### config.mk
export PLATFORM = sky130hd
export DESIGN_NAME = cr_iu_wb_flat
export DESIGN_NICKNAME = d
export VERILOG_FILES = /design/src/rtl/cr_iu_wb_if.sv /design/src/rtl/cr_iu_wb.sv /design/src/flat_wrapper.sv
export SDC_FILE = /design/constraint.sdc
export NUM_CORES = 1
export LEC_CHECK = 0
export CAP_MARGIN = 20
export CORE_MARGIN = 4
export CORE_UTILIZATION = 44
export CTS_CLUSTER_SIZE = 30
export DETAILED_ROUTE_END_ITERATION = 10
export PLACE_DENSITY = 0.87
export SLEW_MARGIN = 20
export SYNTH_ARGS = -nofsm -noshare
export SYNTH_HDL_FRONTEND = slang
export SYNTH_SLANG_ARGS = --single-unit
### constraint.sdc
create_clock -name forever_cpuclk -period 6.3 [get_ports forever_cpuclk]
set_clock_uncertainty 0.2 [all_clocks]
set_input_delay 1.89 -clock forever_cpuclk [delete_from_list [all_inputs] [get_ports forever_cpuclk]]
set_output_delay 1.89 -clock forever_cpuclk [all_outputs]
set_load 0.01 [all_outputs]
### src/rtl/cr_iu_wb_if.sv
// Writeback-stage bus: ALU/LSU results in, GPR write port, forwarding and stall out.
// The optional flush input is controlled by CR_IU_WB_FLUSH_EN and lives on cr_iu_wb itself.
interface cr_iu_wb_if #(
  parameter int DW = 32,
  parameter int IW = 5
);
  logic          alu_wb_vld;
  logic [IW-1:0] alu_wb_idx;
  logic [DW-1:0] alu_wb_data;
  logic          lsu_iu_ld_req;
  logic [IW-1:0] lsu_iu_ld_idx;
  logic          lsu_iu_wb_vld;
  logic          lsu_iu_wb_err;
  logic [DW-1:0] lsu_iu_wb_data;
  logic          wb_oper_write_en;
  logic [IW-1:0] wb_oper_write_idx;
  logic [DW-1:0] wb_oper_write_data;
  logic          wb_oper_fwd_en;
  logic [DW-1:0] wb_oper_fwd_data_no_load;
  logic [IW-1:0] wb_oper_write_idx_for_dep;
  logic          wb_ctrl_stall;

  modport master (
    output alu_wb_vld, alu_wb_idx, alu_wb_data,
    output lsu_iu_ld_req, lsu_iu_ld_idx, lsu_iu_wb_vld, lsu_iu_wb_err, lsu_iu_wb_data,
    input  wb_oper_write_en, wb_oper_write_idx, wb_oper_write_data,
    input  wb_oper_fwd_en, wb_oper_fwd_data_no_load, wb_oper_write_idx_for_dep, wb_ctrl_stall
  );

  modport slave (
    input  alu_wb_vld, alu_wb_idx, alu_wb_data,
    input  lsu_iu_ld_req, lsu_iu_ld_idx, lsu_iu_wb_vld, lsu_iu_wb_err, lsu_iu_wb_data,
    output wb_oper_write_en, wb_oper_write_idx, wb_oper_write_data,
    output wb_oper_fwd_en, wb_oper_fwd_data_no_load, wb_oper_write_idx_for_dep, wb_ctrl_stall
  );
endinterface

### src/rtl/cr_iu_wb.sv
// Integer-unit writeback: merges ALU and load returns onto one GPR write port.
// Optional flush input enabled by defining CR_IU_WB_FLUSH_EN.
module cr_iu_wb #(
  parameter int DW = 32,
  parameter int IW = 5
) (
  input logic forever_cpuclk,
  input logic iu_yy_xx_reg_rst,
`ifdef CR_IU_WB_FLUSH_EN
  input logic iu_wb_flush,
`endif
  cr_iu_wb_if.slave bus
);

  typedef enum logic {IDLE = 1'b0, LD_WAIT = 1'b1} state_e;

  state_e        state_q, state_d;
  logic          buf_vld_q, buf_vld_d;
  logic [IW-1:0] buf_idx_q, buf_idx_d;
  logic [DW-1:0] buf_data_q, buf_data_d;
  logic [IW-1:0] ld_idx_q, ld_idx_d;

  logic          flush;
  logic          ld_ret, alu_acc, ld_acc;
  logic          wr_vld;
  logic [IW-1:0] wr_idx;
  logic [DW-1:0] wr_data;

`ifdef CR_IU_WB_FLUSH_EN
  assign flush = iu_wb_flush;
`else
  assign flush = 1'b0;
`endif

  always_comb begin
    state_d    = state_q;
    buf_vld_d  = 1'b0;
    buf_idx_d  = buf_idx_q;
    buf_data_d = buf_data_q;
    ld_idx_d   = ld_idx_q;
    wr_vld     = 1'b0;
    wr_idx     = '0;
    wr_data    = '0;

    // Returns outside LD_WAIT are stale and ignored; ALU is only refused while the buffer drains.
    ld_ret  = (state_q == LD_WAIT) & bus.lsu_iu_wb_vld;
    alu_acc = bus.alu_wb_vld & ~buf_vld_q;
    ld_acc  = bus.lsu_iu_ld_req & ~buf_vld_q & ((state_q == IDLE) | ld_ret);

    if (buf_vld_q) begin
      wr_vld  = 1'b1;
      wr_idx  = buf_idx_q;
      wr_data = buf_data_q;
    end else if (ld_ret & ~bus.lsu_iu_wb_err) begin
      wr_vld  = 1'b1;
      wr_idx  = ld_idx_q;
      wr_data = bus.lsu_iu_wb_data;
      if (alu_acc) begin
        buf_vld_d  = 1'b1;
        buf_idx_d  = bus.alu_wb_idx;
        buf_data_d = bus.alu_wb_data;
      end
    end else if (alu_acc) begin
      wr_vld  = 1'b1;
      wr_idx  = bus.alu_wb_idx;
      wr_data = bus.alu_wb_data;
    end

    if (ld_ret) state_d = IDLE;
    if (ld_acc) begin
      state_d  = LD_WAIT;
      ld_idx_d = bus.lsu_iu_ld_idx;
    end

    if (flush) begin
      state_d   = IDLE;
      buf_vld_d = 1'b0;
      wr_vld    = 1'b0;
    end
  end

  always_ff @(posedge forever_cpuclk or posedge iu_yy_xx_reg_rst) begin
    if (iu_yy_xx_reg_rst) begin
      state_q    <= IDLE;
      buf_vld_q  <= 1'b0;
      buf_idx_q  <= '0;
      buf_data_q <= '0;
      ld_idx_q   <= '0;
    end else begin
      state_q    <= state_d;
      buf_vld_q  <= buf_vld_d;
      buf_idx_q  <= buf_idx_d;
      buf_data_q <= buf_data_d;
      ld_idx_q   <= ld_idx_d;
    end
  end

  // Combinational outputs are forced low while reset is held so nothing leaks mid-reset.
  assign bus.wb_oper_write_en          = ~iu_yy_xx_reg_rst & wr_vld & (|wr_idx);
  assign bus.wb_oper_write_idx         = iu_yy_xx_reg_rst ? '0 : wr_idx;
  assign bus.wb_oper_write_data        = iu_yy_xx_reg_rst ? '0 : wr_data;
  assign bus.wb_oper_fwd_en            = ~iu_yy_xx_reg_rst & (state_q == IDLE) & alu_acc & ~flush;
  assign bus.wb_oper_fwd_data_no_load  = iu_yy_xx_reg_rst ? '0 : bus.alu_wb_data;
  assign bus.wb_oper_write_idx_for_dep = iu_yy_xx_reg_rst ? '0 :
                                         ((state_q == LD_WAIT) ? ld_idx_q : bus.alu_wb_idx);
  assign bus.wb_ctrl_stall             = ~iu_yy_xx_reg_rst & (buf_vld_q | (state_q == LD_WAIT));

endmodule

### src/flat_wrapper.sv
// flat-port wrapper written by rule: the top's interface ports become plain ports
module cr_iu_wb_flat 
#(
  parameter int DW = 32,
  parameter int IW = 5
)
  (forever_cpuclk, iu_yy_xx_reg_rst, bus_alu_wb_vld, bus_alu_wb_idx, bus_alu_wb_data, bus_lsu_iu_ld_req, bus_lsu_iu_ld_idx, bus_lsu_iu_wb_vld, bus_lsu_iu_wb_err, bus_lsu_iu_wb_data, bus_wb_oper_write_en, bus_wb_oper_write_idx, bus_wb_oper_write_data, bus_wb_oper_fwd_en, bus_wb_oper_fwd_data_no_load, bus_wb_oper_write_idx_for_dep, bus_wb_ctrl_stall);
  cr_iu_wb_if #(.DW(DW), .IW(IW)) bus_i ();
  input logic forever_cpuclk;
  input logic iu_yy_xx_reg_rst;
  input wire logic [$bits(bus_i.alu_wb_vld)-1:0] bus_alu_wb_vld;
  input wire logic [$bits(bus_i.alu_wb_idx)-1:0] bus_alu_wb_idx;
  input wire logic [$bits(bus_i.alu_wb_data)-1:0] bus_alu_wb_data;
  input wire logic [$bits(bus_i.lsu_iu_ld_req)-1:0] bus_lsu_iu_ld_req;
  input wire logic [$bits(bus_i.lsu_iu_ld_idx)-1:0] bus_lsu_iu_ld_idx;
  input wire logic [$bits(bus_i.lsu_iu_wb_vld)-1:0] bus_lsu_iu_wb_vld;
  input wire logic [$bits(bus_i.lsu_iu_wb_err)-1:0] bus_lsu_iu_wb_err;
  input wire logic [$bits(bus_i.lsu_iu_wb_data)-1:0] bus_lsu_iu_wb_data;
  output wire logic [$bits(bus_i.wb_oper_write_en)-1:0] bus_wb_oper_write_en;
  output wire logic [$bits(bus_i.wb_oper_write_idx)-1:0] bus_wb_oper_write_idx;
  output wire logic [$bits(bus_i.wb_oper_write_data)-1:0] bus_wb_oper_write_data;
  output wire logic [$bits(bus_i.wb_oper_fwd_en)-1:0] bus_wb_oper_fwd_en;
  output wire logic [$bits(bus_i.wb_oper_fwd_data_no_load)-1:0] bus_wb_oper_fwd_data_no_load;
  output wire logic [$bits(bus_i.wb_oper_write_idx_for_dep)-1:0] bus_wb_oper_write_idx_for_dep;
  output wire logic [$bits(bus_i.wb_ctrl_stall)-1:0] bus_wb_ctrl_stall;
  assign bus_i.alu_wb_vld = bus_alu_wb_vld;
  assign bus_i.alu_wb_idx = bus_alu_wb_idx;
  assign bus_i.alu_wb_data = bus_alu_wb_data;
  assign bus_i.lsu_iu_ld_req = bus_lsu_iu_ld_req;
  assign bus_i.lsu_iu_ld_idx = bus_lsu_iu_ld_idx;
  assign bus_i.lsu_iu_wb_vld = bus_lsu_iu_wb_vld;
  assign bus_i.lsu_iu_wb_err = bus_lsu_iu_wb_err;
  assign bus_i.lsu_iu_wb_data = bus_lsu_iu_wb_data;
  assign bus_wb_oper_write_en = bus_i.wb_oper_write_en;
  assign bus_wb_oper_write_idx = bus_i.wb_oper_write_idx;
  assign bus_wb_oper_write_data = bus_i.wb_oper_write_data;
  assign bus_wb_oper_fwd_en = bus_i.wb_oper_fwd_en;
  assign bus_wb_oper_fwd_data_no_load = bus_i.wb_oper_fwd_data_no_load;
  assign bus_wb_oper_write_idx_for_dep = bus_i.wb_oper_write_idx_for_dep;
  assign bus_wb_ctrl_stall = bus_i.wb_ctrl_stall;
  cr_iu_wb #(.DW(DW), .IW(IW)) u_core (.forever_cpuclk(forever_cpuclk), .iu_yy_xx_reg_rst(iu_yy_xx_reg_rst), .bus(bus_i));
endmodule
==> results of run 1 <==
==> critical path: stages <==
cell	delay [ns]
clkdlybuf4s50_1	0.59
and3b_1	0.28
mux2i_1	0.27
a211oi_1	0.09
a311oi_1	0.35
clkdlybuf4s50_1	0.60
==> sequential cells by signal, indices dropped and copies added, names as in the netlist <==
name	flops
u_core.buf_vld_q	1
u_core.buf_idx_q	5
u_core.ld_idx_q	5
u_core.state_q	1
u_core.buf_data_q	32
==> report_power, final <==
group | internal [mW] | leakage, nW | switching, mW
Clock | 0.0779 | 0.0422 | 0.0920
Sequential | 0.348 | 0.524 | 0.0392
Combinational | 0.188 | 1.35 | 0.118
==> through the flow <==
step	hold slack (ns)	std cells	setup WS [ns]	total power, mW
2_1_floorplan	0.271	358	0.795	0.546
4_1_cts	0.313	597	0.154	0.869
5_1_grt	0.321	597	0.0530	0.912
3_5_place_dp	0.294	589	0.156	0.700
3_3_place_gp	0.281	589	0.264	0.685
6_report	0.310	597	0.132	0.863
==> worst paths after layout <==
kind / to / slack, ns
min in group asynchronous: u_core.ld_idx_q[3] / 1.62
max in group asynchronous: u_core.buf_data_q[22] / 3.66
hold / removal: u_core.buf_data_q[12] / 0.31
setup / recovery: bus_wb_oper_write_en / 0.13
hold reg to reg: u_core.buf_data_q[12] / 0.31
setup reg to reg: u_core.buf_data_q[13] / 3.34
==> cell families (layout without fill, tap and decap cells) <==
family / Yosys count / count (layout)
AND/OR/NAND/NOR: 156 / 156
AO/OA/AOI/OAI: 74 / 74
flip-flops: 44 / 44
buffers and inverters: 36 / 179
multiplexers: 48 / 48
==> per-layer routing <==
metal,up-vias,GRT usage (%)
li1,1521,-
met1,1482,27.3
met2,130,39.0
met3,13,5.17
met4,0,6.44
met5,-,0
==> layout make-up <==
type | instances | share of cell area, %
Multi-Input combinational cell | 278 | 37.7
Timing Repair Buffer | 168 | 34.9
Sequential cell | 44 | 23.0
Tap cell | 96 | 2.51
Clock buffer | 7 | 1.59
Inverter | 3 | 0.235
Clock inverter | 1 | 0.104
==> Yosys cell counts <==
| cell type | count | area (µm²) |
|---|---|---|
| nand2_1 | 64 | 240 |
| buf_4 | 3 | 22.5 |
| mux2_2 | 42 | 473 |
| buf_6 | 3 | 33.8 |
| inv_1 | 3 | 11.3 |
| a21o_1 | 32 | 240 |
| nor2b_1 | 32 | 200 |
| a211oi_1 | 2 | 15.0 |
| nor2_1 | 8 | 30.0 |
| o21a_1 | 1 | 7.51 |
| nor3_1 | 1 | 5.00 |
| nand3b_2 | 1 | 11.3 |
| buf_2 | 13 | 65.1 |
| a22oi_1 | 1 | 7.51 |
| nand3b_1 | 1 | 7.51 |
| and3_1 | 4 | 25.0 |
| dfrtp_1 | 44 | 1100 |
| buf_1 | 1 | 3.75 |
| clkbuf_1 | 13 | 48.8 |
| and3b_1 | 1 | 8.76 |
| nand2b_1 | 5 | 31.3 |
| a311oi_1 | 1 | 8.76 |
| and4b_1 | 4 | 40.0 |
| nor3b_1 | 1 | 7.51 |
| o21ai_0 | 1 | 5.00 |
| a311o_1 | 3 | 30.0 |
| and2_1 | 1 | 6.26 |
| a21oi_1 | 33 | 165 |
| nor3b_2 | 1 | 12.5 |
| nand3_1 | 32 | 160 |
| mux2i_1 | 6 | 60.1 |
==> flow_metrics.tcl, run 1 <==
set metrics [dict create \
    status "finished clean" \
    cts.sinks 44 \
    clk_pin_slew_worst_paths_ns 0.08 \
    die_area_um2 8410 \
    initial_core_util_pct 45.4 \
    tns_ns 0 \
    io_buffers 156 \
    final_cell_mix "clkdlybuf4s50_1 (155), nand2_1 (64), dfrtp_1 (43)" \
    ir_drop_mv 0.154 \
    dp_hpwl_um 7070 \
    hold_start "u_core.buf_data_q[12]" \
    power_density_nw_per_um2 180 \
    drtPass1Iterations 4 \
    worstMarginPinSlew_ns 0.940 \
    route.detailed.drc 0 \
    path_class "input pin to output port" \
    mostFrequentLayoutCell "clkdlybuf4s50_1" \
    multi_input_area_um2 1800 \
    grt_pass1_wl_um 15700 \
    met1_length_um 4000 \
    postRouteWirelength_um 9470 \
    ff2ff_path_depth 5 \
    synth_fa_ha_area_share_pct 0 \
    syn-instance-count 358 \
    diodes 0 \
    hold_buffers 0 \
    antenna_found_initial 0 \
    synthesis.nets 438 \
    cap_viol_max_count 0 \
    fillerInstances 553 \
    numCtsBuffers 5 \
    root_buffer "clkbuf_8" \
    slew_violations 0 \
    grt.overflow.total 0 \
    wl_per_cell_um 15.9 \
    dr_total_vias 3146 \
    p_leak_nw 1.92 \
    cts_setup_buffers 0 \
    crit_arrival_ns 4.08 \
    boundaryPins 157 \
    period_needed_ns 6.17 \
    finalHoldViolations 0 \
    ff_latch_area_um2 1100 \
    die_w_um 91.7 \
    layout-drive-gt1-share_pct 13.0 \
    max_freq_mhz 162 \
    design_area_um2 4790 \
    grt_pass1_vias 3289 \
    min_period_over_period_pct 97.9 \
    rows 30 \
    post-route-util_pct 70.5 \
    slew_headroom_pct 37.3 \
    synthMuxAreaShare_pct 17.3 \
    synth_seq_cells 44 \
    syn_area_um2 3080 \
    dpl_cell_area_um2 4710 \
    hold_path.class "register to register" \
    dr_wl_met2_um 4630 \
    viasPerCell 5.27 \
    core_area_um2 6790 \
    die_h_um 91.7 \
    wl_met3_um 707 \
    finalSetupViolCount 0 \
    grt_usage_pct 22.3 \
    drt_iter0_drc 159 \
    syn-mean-instance-area_um2 8.62 \
    r2r_start "u_core.state_q" \
    synth_xor_area_share_pct 0 \
    grt_start_max_net_pins 56 \
    critical_path.max_fanout 7 \
    ctsHtreeMaxLevel 2 \
    highest_layer "met4" \
    synth_top_family_by_area "simple AND/OR/NAND/NOR gates" \
    areaGrowthSynthToFinish_pct 55.3 \
    cp-startpoint "bus_lsu_iu_wb_vld" \
    cp.required_ns 4.21 \
    ys_seq_area_share_pct 35.7 \
    min_path_cells 1 \
    synth_compound_gate_area_share_pct 15.5 \
    nNetsFinal 580 \
    yosysWarningCount 0 \
    clockBufferDepth 2 \
    synth_cell_type_count 31 \
    cts_resized 0 \
    clk_latency_ns 0.29 \
    ant_nets 0 \
    cts_tree "done" \
    start_kind "input pin" \
    place_congestion 0.790 \
    synthSimpleGateAreaFrac_pct 25.5 \
    rsz0062_at_grt "no" \
    endpoint_kind "output port" \
]
(Power assumes the default switching activity.)
==> run 2: changes to the inputs <==
--- a/config.mk
+++ b/config.mk
@@ -7,11 +7,10 @@
 export LEC_CHECK = 0
 export CAP_MARGIN = 20
 export CORE_MARGIN = 4
-export CORE_UTILIZATION = 44
+export CORE_UTILIZATION = 40
 export CTS_CLUSTER_SIZE = 30
 export DETAILED_ROUTE_END_ITERATION = 10
-export PLACE_DENSITY = 0.87
-export SLEW_MARGIN = 20
+export PLACE_DENSITY = 0.8
 export SYNTH_ARGS = -nofsm -noshare
 export SYNTH_HDL_FRONTEND = slang
 export SYNTH_SLANG_ARGS = --single-unit
==> flow_metrics.tcl, run 2 (synthesis gave the netlist of run 1 again) <==
set metrics [dict create \
    ant_nets 0 \
    postRouteWirelength_um 9370 \
    endpoint_kind "output port" \
    cap_viol_max_count 0 \
    grt_usage_pct 20.2 \
    crit_arrival_ns 3.98 \
    initial_core_util_pct 41.9 \
    crit_chain "clkdlybuf4s50_1 > and3b_1 > buf_4 > nand2_1 > a21o_1 > a21oi_1 > clkdlybuf4s50_1" \
    max_stage_delay_ns 0.58 \
    mostFrequentLayoutCell "clkdlybuf4s50_1" \
    clk_pin_slew_worst_paths_ns 0.09 \
    dp_hpwl_um 6850 \
    start_kind "input pin" \
    ctsHtreeMaxLevel 2 \
    die_h_um 95.8 \
    finalSetupViolCount 0 \
    power_mw 0.923 \
    post-route-util_pct 65.2 \
    cp-startpoint "bus_lsu_iu_wb_vld" \
    grt_pass1_vias 2958 \
    clk_latency_ns 0.30 \
    ir_drop_mv 0.113 \
    core_area_um2 7370 \
    areaGrowthSynthToFinish_pct 55.9 \
    cp.required_ns 4.21 \
    place_congestion 0.803 \
    cp.depth 7 \
    critical_path.max_fanout 18 \
    grt_start_max_net_pins 45 \
    clockBufferDepth 2 \
    rsz0062_at_grt "no" \
    r2r_setup_slack_ns 3.72 \
    instances_no_fill 599 \
    ff2ff_path_depth 5 \
    dr_total_vias 3098 \
    boundaryPins 157 \
    largest_reg_flops 32 \
    top_register "u_core.buf_data_q" \
    slew_violations 0 \
    worstMarginPinSlew_ns 0.729 \
    path_delay_family "buffers and inverters" \
    hold_path.class "register to register" \
    diodes 0 \
    slowest_stage "clkdlybuf4s50_1" \
    path_class "input pin to output port" \
    p_leak_nw 1.93 \
    slew_headroom_pct 51.4 \
    crit_top_cell "clkdlybuf4s50_1" \
    nNetsFinal 579 \
    rows 31 \
    power_density_nw_per_um2 192 \
    max_freq_mhz 165 \
    drt_iter0_drc 99 \
    final_cell_mix "clkdlybuf4s50_1 (155), nand2_1 (64), dfrtp_1 (43)" \
    die_area_um2 9180 \
    cts_resized 0 \
    cp.buffers_inverters 3 \
    dp_worst_setup_slack_ns 0.209 \
    dp_cells 591 \
    setup_ws_ns 0.227 \
    timing.critical_path.to "bus_wb_oper_write_data[8]" \
    worstReg2RegEnd "u_core.buf_data_q[12]" \
    status "finished clean" \
    root_buffer "clkbuf_8" \
    tns_ns 0 \
    io_buffers 156 \
    cts_setup_buffers 0 \
    cts_tree "done" \
    drtPass1Iterations 4 \
    min_period_over_period_pct 96.4 \
    layout-drive-gt1-share_pct 13.2 \
    route.detailed.drc 0 \
    finalHoldViolations 0 \
    viasPerCell 5.17 \
    antenna_found_initial 0 \
    die_w_um 95.8 \
    numCtsBuffers 5 \
    period_needed_ns 6.07 \
    r2r_start "u_core.state_q" \
    grt_pass1_wl_um 15000 \
    top_regs "u_core.buf_data_q (32), u_core.buf_idx_q (5), u_core.ld_idx_q (5)" \
    hold_buffers 0 \
    wl_per_cell_um 15.6 \
    grt.overflow.total 0 \
    fillerInstances 649 \
    cts.sinks 44 \
]
## run 2: worst min path at each step
stage,to,from,cells after the start
2_1_floorplan,u_core.buf_idx_q[1],u_core.buf_idx_q[1],1
3_3_place_gp,u_core.buf_idx_q[1],u_core.buf_idx_q[1],1
3_5_place_dp,u_core.buf_idx_q[1],u_core.buf_idx_q[1],1
4_1_cts,u_core.buf_idx_q[1],u_core.buf_idx_q[1],1
5_1_grt,u_core.buf_idx_q[1],u_core.buf_idx_q[1],1
6_report,u_core.buf_idx_q[1],u_core.buf_idx_q[1],1
## run 2: metal layers
layer | wire, µm | track usage [%] | up-vias
li1 | - | - | 1517
met1 | 4160 | 27.3 | 1463
met2 | 4420 | 33.2 | 111
met3 | 725 | 4.85 | 7
met4 | 69 | 3.91 | 0
met5 | 0 | 0 | -
## run 2: where the power goes
| group | switching (mW) | total, mW | internal (mW) | leakage (nW) |
|---|---|---|---|---|
| clock network | 0.0954 | 0.235 | 0.140 | 0.0645 |
| registers | 0.0375 | 0.385 | 0.348 | 0.524 |
| logic | 0.116 | 0.302 | 0.186 | 1.34 |
## run 2: per-stage QoR
step | hold WS (ns) | area (µm²)
after detailed placement | 0.288 | 4680
after global routing | 0.324 | 4810
final | 0.305 | 4810
after CTS | 0.307 | 4810
after floorplan | 0.271 | 3080
after global placement | 0.280 | 4680
## run 2: area by class of cell
type                    instances  area [µm²]  share of cell area [%]
flip-flops and latches         44        1100                    22.9
multi-input cells             278        1800                    37.5
inverters                       3        11.3                   0.234
clock buffers                   7        96.3                    2.00
well taps                      99         124                    2.58
clock inverters                 1        30.0                   0.625
repair buffers                167        1640                    34.1
==> run 3: changes to the inputs <==
==> constraint.sdc (replaced) <==
create_clock -name forever_cpuclk -period 7 [get_ports forever_cpuclk]
set_clock_uncertainty 0.2 [all_clocks]
set_input_delay 2.1 -clock forever_cpuclk [delete_from_list [all_inputs] [get_ports forever_cpuclk]]
set_output_delay 2.1 -clock forever_cpuclk [all_outputs]
set_load 0.01 [all_outputs]
==> flow_metrics.tcl, run 3 (synthesis gave the netlist of run 1 again) <==
set metrics [dict create \
    grt_usage_pct 20.4 \
    max_freq_mhz 153 \
    grt_start_max_net_pins 47 \
    wl_per_cell_um 16.1 \
    core_area_um2 7370 \
    top_register "u_core.buf_data_q" \
    root_buffer "clkbuf_8" \
    slowest_stage "clkdlybuf4s50_1" \
    clk_pin_slew_worst_paths_ns 0.08 \
    finalHoldViolations 0 \
    p_leak_nw 1.91 \
    slew_violations 0 \
    rows 31 \
    die_w_um 95.8 \
    antenna_found_initial 0 \
    switchingPower_mw 0.222 \
    grt_pass1_wl_um 15100 \
    clk_latency_ns 0.28 \
    clkPwrFrac_pct 20.8 \
    min_period_over_period_pct 93.3 \
    period_needed_ns 6.53 \
    grt.overflow.total 0 \
    endpoint_kind "output port" \
    crit_chain "clkdlybuf4s50_1 > and3b_1 > buf_4 > nand2_1 > a21o_1 > a21oi_1 > clkdlybuf4s50_1" \
    fillerInstances 628 \
    cts_resized 0 \
    hold_buffers 0 \
    die_area_um2 9180 \
    ir_drop_mv 0.0897 \
    finalSetupViolCount 0 \
    viasPerCell 5.27 \
    drt_iter0_drc 89 \
    dp_hpwl_um 7030 \
    tns_ns 0 \
    drtPass1Iterations 4 \
    p_comb_share_pct 34.9 \
    boundaryPins 157 \
    diodes 0 \
    slew_headroom_pct 47.7 \
    ctsHtreeMaxLevel 2 \
    nNetsFinal 578 \
    postRouteWirelength_um 9620 \
    status "finished clean" \
    worstMarginPinSlew_ns 0.785 \
    instances_no_fill 598 \
    swShare_pct 28.3 \
    cts.sinks 44 \
    seq_power_share_pct 44.3 \
    mostFrequentLayoutCell "clkdlybuf4s50_1" \
    dr_total_vias 3153 \
    critical_path.max_fanout 18 \
    post-route-util_pct 64.8 \
    cap_viol_max_count 0 \
    dpl_cell_area_um2 4690 \
    max_stage_delay_ns 0.60 \
    clockBufferDepth 2 \
    place_congestion 0.820 \
    layout-drive-gt1-share_pct 12.6 \
    areaGrowthSynthToFinish_pct 54.8 \
    cts_setup_buffers 0 \
    cp.required_ns 4.70 \
    design_area_um2 4780 \
    internal_power_mw 0.562 \
    crit_top_cell "clkdlybuf4s50_1" \
    io_buffers 156 \
    route.detailed.drc 0 \
    power_density_nw_per_um2 164 \
    grt_pass1_vias 3074 \
    setup_ws_ns 0.471 \
    dp_cells 590 \
    largest_reg_flops 32 \
    die_h_um 95.8 \
    start_kind "input pin" \
    dp_worst_setup_slack_ns 0.450 \
    ant_nets 0 \
    hold_path.class "register to register" \
    crit_arrival_ns 4.23 \
    cts_tree "done" \
    top_regs "u_core.buf_data_q (32), u_core.buf_idx_q (5), u_core.ld_idx_q (5)" \
    numCtsBuffers 5 \
    rsz0062_at_grt "no" \
    path_class "input pin to output port" \
    final_cell_mix "clkdlybuf4s50_1 (155), nand2_1 (64), dfrtp_1 (43)" \
    initial_core_util_pct 41.9 \
]
[run 3: cell count changes in the layout (fill, tap and decap cells not counted)]
cell / previous run / this run
clkbuf_8: 7 / 6
buf_12: 0 / 1
clkbuf_1: 0 / 2
bufinv_16: 1 / 0
buf_4: 11 / 9
[run 3: through the flow]
stage	hold slack [ns]	total power, mW
6_report	0.301	0.784
5_1_grt	0.323	0.832
4_1_cts	0.306	0.792
3_5_place_dp	0.287	0.627
3_3_place_gp	0.280	0.616
2_1_floorplan	0.271	0.491
[run 3: critical path, delay by kind of cell]
family / cells / cell delay [ns]
compound gates: 2 / 0.34
buf+inv: 3 / 1.43
simple gates: 2 / 0.35
[run 3: path summary, 6_finish.rpt]
check,start,to,slack [ns],cells after the start
setup / recovery,bus_lsu_iu_wb_vld,bus_wb_oper_write_data[8],0.47,7
hold / removal,u_core.buf_idx_q[0],u_core.buf_idx_q[0],0.30,1
setup reg to reg,u_core.state_q,u_core.buf_data_q[11],3.98,5
hold reg to reg,u_core.buf_idx_q[0],u_core.buf_idx_q[0],0.30,1
max in group asynchronous,iu_yy_xx_reg_rst,u_core.buf_vld_q,3.91,3
min in group asynchronous,iu_yy_xx_reg_rst,u_core.buf_idx_q[4],1.89,2
[run 3: layout make-up]
cell class / count / area, µm² / area share, %
inverters: 3 / 11.3 / 0.236
multi-input cells: 278 / 1800 / 37.8
well taps: 99 / 124 / 2.59
repair buffers: 166 / 1640 / 34.4
clock buffers: 8 / 90.1 / 1.89
flip-flops and latches: 44 / 1100 / 23.1
[run 3: routing by layer]
layer / share of wire [%] / vias to the layer above / GRT usage (%)
li1: - / 1512 / -
met1: 41 / 1513 / 25.9
met2: 49 / 123 / 35.2
met3: 9.0 / 5 / 4.93
met4: 0.37 / 0 / 3.91
met5: 0 / - / 0
[run 3: power groups by stage]
stage | registers [mW] | clock network [mW] | logic [mW]
2_1_floorplan | 0.339 | 0 | 0.152
3_3_place_gp | 0.348 | 0 | 0.269
3_5_place_dp | 0.352 | 0 | 0.275
4_1_cts | 0.347 | 0.169 | 0.277
5_1_grt | 0.355 | 0.180 | 0.296
6_report | 0.347 | 0.163 | 0.273
